$ cat src/rtl/instr_fetch_stage.sv
// ---------------------------------------------------------------------------
// instr_fetch_stage
//
// Purpose:
//   Instruction fetch stage of the MIPS pipeline.
//   - Holds the program counter and drives the instruction-memory address.
//   - Captures the fetched word, its PC and PC+4 into the IF/ID register.
//   - Exports the low 16 bits of the held instruction as the immediate for
//     the decode-stage sign extender.
//   - Supports a hazard stall, a flush, and a branch/jump redirect.
//
// Ports:
//   clk_i             - system clock, rising edge
//   rst_i             - asynchronous reset, active LOW
//   stall_i           - hold PC and IF/ID contents
//   flush_i           - squash the instruction being written into IF/ID
//   redirect_i        - taken branch / jump, load PC from redirect_target_i
//   redirect_target_i - new PC (low two bits are ignored)
//   imem_addr_o       - instruction memory address (equals PC register)
//   imem_data_i       - instruction word at imem_addr_o, same-cycle read
//   pc_o              - current PC register
//   ifid_pc_o         - PC of the instruction held in IF/ID
//   ifid_pc_plus4_o   - that PC + 4
//   ifid_instr_o      - instruction held in IF/ID
//   ifid_imm16_o      - ifid_instr_o[15:0], feeds the sign extender
//   ifid_valid_o      - IF/ID holds a real (non-squashed) instruction
// ---------------------------------------------------------------------------
module instr_fetch_stage #(
  parameter logic [31:0] RESET_PC  = 32'h0000_0000,
  parameter logic [31:0] NOP_INSTR = 32'h0000_0000
) (
  input  logic        clk_i,
  input  logic        rst_i,
  input  logic        stall_i,
  input  logic        flush_i,
  input  logic        redirect_i,
  input  logic [31:0] redirect_target_i,
  output logic [31:0] imem_addr_o,
  input  logic [31:0] imem_data_i,
  output logic [31:0] pc_o,
  output logic [31:0] ifid_pc_o,
  output logic [31:0] ifid_pc_plus4_o,
  output logic [31:0] ifid_instr_o,
  output logic [15:0] ifid_imm16_o,
  output logic        ifid_valid_o
);

  logic [31:0] pc_q, pc_d;
  logic [31:0] ifid_pc_q, ifid_pc_d;
  logic [31:0] ifid_pc_plus4_q, ifid_pc_plus4_d;
  logic [31:0] ifid_instr_q, ifid_instr_d;
  logic        ifid_valid_q, ifid_valid_d;

  logic [31:0] pc_plus4;
  logic        squash;

  // Sequential increment wraps naturally modulo 2^32.
  assign pc_plus4 = pc_q + 32'd4;

  // A redirect squashes the slot being fetched, just like an explicit flush.
  assign squash = flush_i | redirect_i;

  // Next PC: a redirect beats a stall so a taken branch is never lost while
  // the hazard unit is holding the pipe. Targets are forced word aligned.
  always_comb begin
    pc_d = pc_plus4;
    if (redirect_i) begin
      pc_d = {redirect_target_i[31:2], 2'b00};
    end else if (stall_i) begin
      pc_d = pc_q;
    end
  end

  // Next IF/ID contents. On a squash the PC fields are still loaded so the
  // bubble carries a meaningful address for debug, but the slot is invalid.
  always_comb begin
    ifid_pc_d       = pc_q;
    ifid_pc_plus4_d = pc_plus4;
    ifid_instr_d    = imem_data_i;
    ifid_valid_d    = 1'b1;
    if (squash) begin
      ifid_instr_d = NOP_INSTR;
      ifid_valid_d = 1'b0;
    end else if (stall_i) begin
      ifid_pc_d       = ifid_pc_q;
      ifid_pc_plus4_d = ifid_pc_plus4_q;
      ifid_instr_d    = ifid_instr_q;
      ifid_valid_d    = ifid_valid_q;
    end
  end

  // State registers; reset acts immediately, independent of the clock.
  always_ff @(posedge clk_i or negedge rst_i) begin
    if (!rst_i) begin
      pc_q            <= RESET_PC;
      ifid_pc_q       <= 32'd0;
      ifid_pc_plus4_q <= 32'd0;
      ifid_instr_q    <= NOP_INSTR;
      ifid_valid_q    <= 1'b0;
    end else begin
      pc_q            <= pc_d;
      ifid_pc_q       <= ifid_pc_d;
      ifid_pc_plus4_q <= ifid_pc_plus4_d;
      ifid_instr_q    <= ifid_instr_d;
      ifid_valid_q    <= ifid_valid_d;
    end
  end

  assign imem_addr_o     = pc_q;
  assign pc_o            = pc_q;
  assign ifid_pc_o       = ifid_pc_q;
  assign ifid_pc_plus4_o = ifid_pc_plus4_q;
  assign ifid_instr_o    = ifid_instr_q;
  assign ifid_imm16_o    = ifid_instr_q[15:0];
  assign ifid_valid_o    = ifid_valid_q;

endmodule

$ cat config.mk
export PLATFORM = sky130hd
export DESIGN_NAME = instr_fetch_stage
export DESIGN_NICKNAME = d
export VERILOG_FILES = /design/src/rtl/instr_fetch_stage.sv
export SDC_FILE = /design/constraint.sdc
export NUM_CORES = 1
export LEC_CHECK = 0
export ABC_AREA = 1
export CAP_MARGIN = 20
export CORE_MARGIN = 2
export CORE_UTILIZATION = 44
export DETAILED_ROUTE_END_ITERATION = 7
export PLACE_DENSITY = 0.81
export SLEW_MARGIN = 25
export SYNTH_ARGS = -nofsm -noshare
export SYNTH_HDL_FRONTEND = slang
export SYNTH_SLANG_ARGS = --single-unit
$ cat constraint.sdc
create_clock -name clk_i -period 2.05 [get_ports clk_i]
set_input_delay 0.41 -clock clk_i [delete_from_list [all_inputs] [get_ports clk_i]]
set_output_delay 0.41 -clock clk_i [all_outputs]
set_load 0.01 [all_outputs]
==> parameters.txt <==
Parameter                              Value

Clock tree
  Root buffer selected by CTS    sky130_fd_sc_hd__clkbuf_16
  Clock slew at reported path FFs    ~0.050 ns
  Setup Buffers After CTS    0
  Number of clock sinks seen by CTS    roughly 120
  CTS tree    built
  Insertion delay of the later-clocked pin in the worst-skew pair    around 0.42 ns
  Clock buffers created by TritonCTS    17
  Maximum clock insertion buffer count    2
  H-tree depth    4

Routing
  Number of remaining DRC errors    0
  Drt total wl    roughly 18000 µm
  Number of iterations in the first detailed-routing pass    5
  Vias after detailed routing    5655
  Initial DRC count    377
  Via density per instance    roughly 4.9
  Post-detailed-route wirelength per cell    roughly 16 µm
  Antenna violation net count after detailed routing    0

Worst setup path
  CP startpoint kind    register
  Endpoint kind of the worst setup timing path    primary output
  Largest fanout on the critical path    7
  Crit path cell chain    clkdlybuf4s50_1
  Sum of buffers and inverters on the critical path    1
  Cell family contributing the most delay on the critical path    buffers and inverters
  Critical Path Max Stage Delay    just over 0.6 ns
  Type of the setup path with the least slack    reg2out
  Worst Setup SP    imem_addr_o[18]
  Crit path arrival time    between 1.5 and 2 ns
  Slowest library cell on the worst path    sky130_fd_sc_hd__clkdlybuf4s50_1
  R2R Path Start    imem_addr_o[3]
  Req. time, crit path    1.64 ns

Synthesis
  Netlist area before placement    6150 µm²
  Post-Syn Instances    about 770
  Number of distinct standard cells referenced by the synthesized netlist    29
  Fraction of the mapped netlist area in compound gates    6.25%
  Share of synthesized registers carrying an async set or reset    between 90% and 100%
  Post-Synth Adder-Cell Area    less than 1%
  Total number of yosys warnings    0
  Flops & latches, synth    between 100 and 150
  Share of synthesized cell area in and, or, nand and nor gates    about 29%
  Largest family of logic cells by synthesized area    simple AND/OR/NAND/NOR gates
  Top flip-flop cell by instance count after synthesis    sky130_fd_sc_hd__dfrtp_1
  Sequential element share of the synthesized area    50.1%
  Xor/xnor share of the synthesized area    2.26%
  Syn Area/Cell    roughly 8 µm²
  Number of flops mapped to enable cells by yosys    0
  Mux contribution to synthesized area    0%

Floorplanning
  Die width    122 µm
  Core area    about 14000 µm²
  Number of top-level design ports    about 250
  Starting utilization of the core area    44.6%
  Die ar.    14900 µm²
  # rows    43
  Vert. Die Dim    between 100 and 150 µm

STA
  Max Transition Viols Final    0
  Worst clock skew    between 0.008 and 0.009 ns
  Setup repair after global routing missed its margin    false
  Setup TNS Final    0 ns
  Final number of hold-violating endpoints    0
  Minimum period implied by the final worst setup slack    between 1.5 and 2 ns
  Final setup violation count    0
  Final critical-path share of the clock period    96.2%
  Max_slew headroom    a little under two thirds
  Maximum clock rate    approximately 500 MHz
  Least-Margin Pin Slew    0.544 ns

Global routing
  Largest net degree at the start of global routing    between 70 and 80
  Global-route total usage across every layer    between 20% and 30%
  Antenna violations before repair    0
  Vias in the first global route    between 5000 and 6000
  Total gr overflow    0
  Global-route wire length before repair    28700 µm

Flow run
  Count of maximum capacitance violations    0

Finish
  Highest-count cells in the layout ignoring fill and taps    sky130_fd_sc_hd__nand2_1 (319), sky130_fd_sc_hd__clkdlybuf4s50_1 (234), sky130_fd_sc_hd__dfrtp_1 (123), sky130_fd_sc_hd__nand3_1 (52), sky130_fd_sc_hd__inv_1 (48)
  Most common cell after layout, fill and taps aside    sky130_fd_sc_hd__nand2_1
  Area taken by flip-flops and latches    3080 µm²
  Final cell count without fillers    approximately 1200
  Area overhead of the layout relative to synthesis    46.2%
  Fraction of final layout cells sized beyond drive strength 1    under 10%
  Area occupied by multi-input gates    ~2300 µm²
  Number of fill cells in the layout    between 1000 and 1500
  Inserted Diodes    0
  Nets    1031

Power
  VDD IR max    ~0.58 mV
  Power per Cell Area    843 nW/µm²
  Standby leakage power    approximately 4.2 nW

Place
  Port Buf Inserts    ~240
  Number of placed instances, taps included    about 1100
  Final weighted congestion in routability-driven placement    0.857
  Post-detail-place hpwl    about 13000 µm

Outcome
  Status    finished clean

Worst hold path
  Hold crit path type    in2async
-- per-stage QoR --
| stage | utilization, % | setup slack, ns | power, mW | hold WS, ns | cell area, µm² |
|---|---|---|---|---|---|
| 4_1_cts | 65.3 | 0.0676 | 7.63 | 0.376 | 8990 |
| 5_1_grt | 65.3 | 0.0284 | 7.88 | 0.400 | 8990 |
| 3_3_place_gp | 60.6 | 0.128 | 4.38 | 0.272 | 8350 |
| 3_5_place_dp | 60.6 | 0.0713 | 4.42 | 0.275 | 8350 |
| 6_report | 65.3 | 0.0781 | 7.58 | 0.393 | 8990 |
| 2_1_floorplan | - | 0.507 | 3.55 | 0.114 | 6180 |
-- kinds of logic after synthesis --
| kind of cell | Yosys count |
|---|---|
| flops | 123 |
| fa+ha+maj | 1 |
| xor+xnor | 15 |
| simple gates | 424 |
| compound gates | 65 |
| other cells | 1 |
| buf+inv | 140 |
-- power breakdown --
group,switching (mW),internal [mW]
sequential,0.223,2.66
clock,1.04,2.16
combinational,0.698,0.796
-- flip-flops by register name, indices dropped and copies added, names as in the netlist --
name             cells
imem_addr_o         30
ifid_pc_o           30
ifid_pc_plus4_o     30
ifid_valid_o         1
ifid_instr_o        32
-- what timing repair did --
action                    in CTS  in global routing
resized for setup              0                  0
hold buffers                   1                  0
hold endpoints to repair      10                  0
-- synthesized netlist by cell type (2+ instances only) --
| library cell | instances | area (µm²) |
|---|---|---|
| sky130_fd_sc_hd__nand2_2 | 3 | 18.8 |
| sky130_fd_sc_hd__xor2_1 | 13 | 114 |
| sky130_fd_sc_hd__inv_1 | 48 | 180 |
| sky130_fd_sc_hd__and2_1 | 2 | 12.5 |
| sky130_fd_sc_hd__nand2_1 | 319 | 1200 |
| sky130_fd_sc_hd__inv_2 | 6 | 22.5 |
| sky130_fd_sc_hd__clkbuf_1 | 13 | 48.8 |
| sky130_fd_sc_hd__buf_4 | 58 | 435 |
| sky130_fd_sc_hd__nor2_2 | 6 | 37.5 |
| sky130_fd_sc_hd__nor2_4 | 7 | 78.8 |
| sky130_fd_sc_hd__o21bai_1 | 3 | 22.5 |
| sky130_fd_sc_hd__nand3_1 | 52 | 260 |
| sky130_fd_sc_hd__a22o_1 | 8 | 70.1 |
| sky130_fd_sc_hd__nor2_1 | 33 | 124 |
| sky130_fd_sc_hd__o211ai_1 | 4 | 30.0 |
| sky130_fd_sc_hd__dfrtp_1 | 123 | 3080 |
| sky130_fd_sc_hd__buf_2 | 11 | 55.1 |
| sky130_fd_sc_hd__buf_6 | 2 | 22.5 |
| sky130_fd_sc_hd__o21ai_0 | 46 | 230 |
| sky130_fd_sc_hd__o221ai_1 | 3 | 26.3 |
-- final timing paths --
kind                                       end  cells past startpoint  slack (ns)
setup / recovery               imem_addr_o[18]                      1        0.08
hold / removal                  imem_addr_o[3]                      2        0.39
setup reg to reg           ifid_pc_plus4_o[16]                      8        0.23
hold reg to reg               ifid_instr_o[24]                      2        0.47
max in group asynchronous      ifid_instr_o[2]                      3        1.03
min in group clk_i            ifid_instr_o[24]                      2        0.47
-- metal layers --
| layer | vias up | GRT usage [%] | wire length [µm] |
|---|---|---|---|
| met1 | 2684 | 33.5 | 7890 |
| met3 | 36 | 6.09 | 1140 |
| li1 | 2721 | - | - |
| met4 | 0 | 10.3 | 533 |
| met2 | 214 | 39.0 | 8550 |
| met5 | - | 0 | 0 |
-- layout make-up --
| class | instances | share of cell area [%] |
|---|---|---|
| Multi-Input combinational cell | 513 | 25.9 |
| Timing Repair Buffer | 251 | 28.1 |
| Tap cell | 180 | 2.51 |
| Clock inverter | 7 | 1.50 |
| Sequential cell | 123 | 34.2 |
| Clock buffer | 25 | 5.51 |
| Inverter | 55 | 2.30 |
Note: power is estimated with default switching activity, not from simulation.
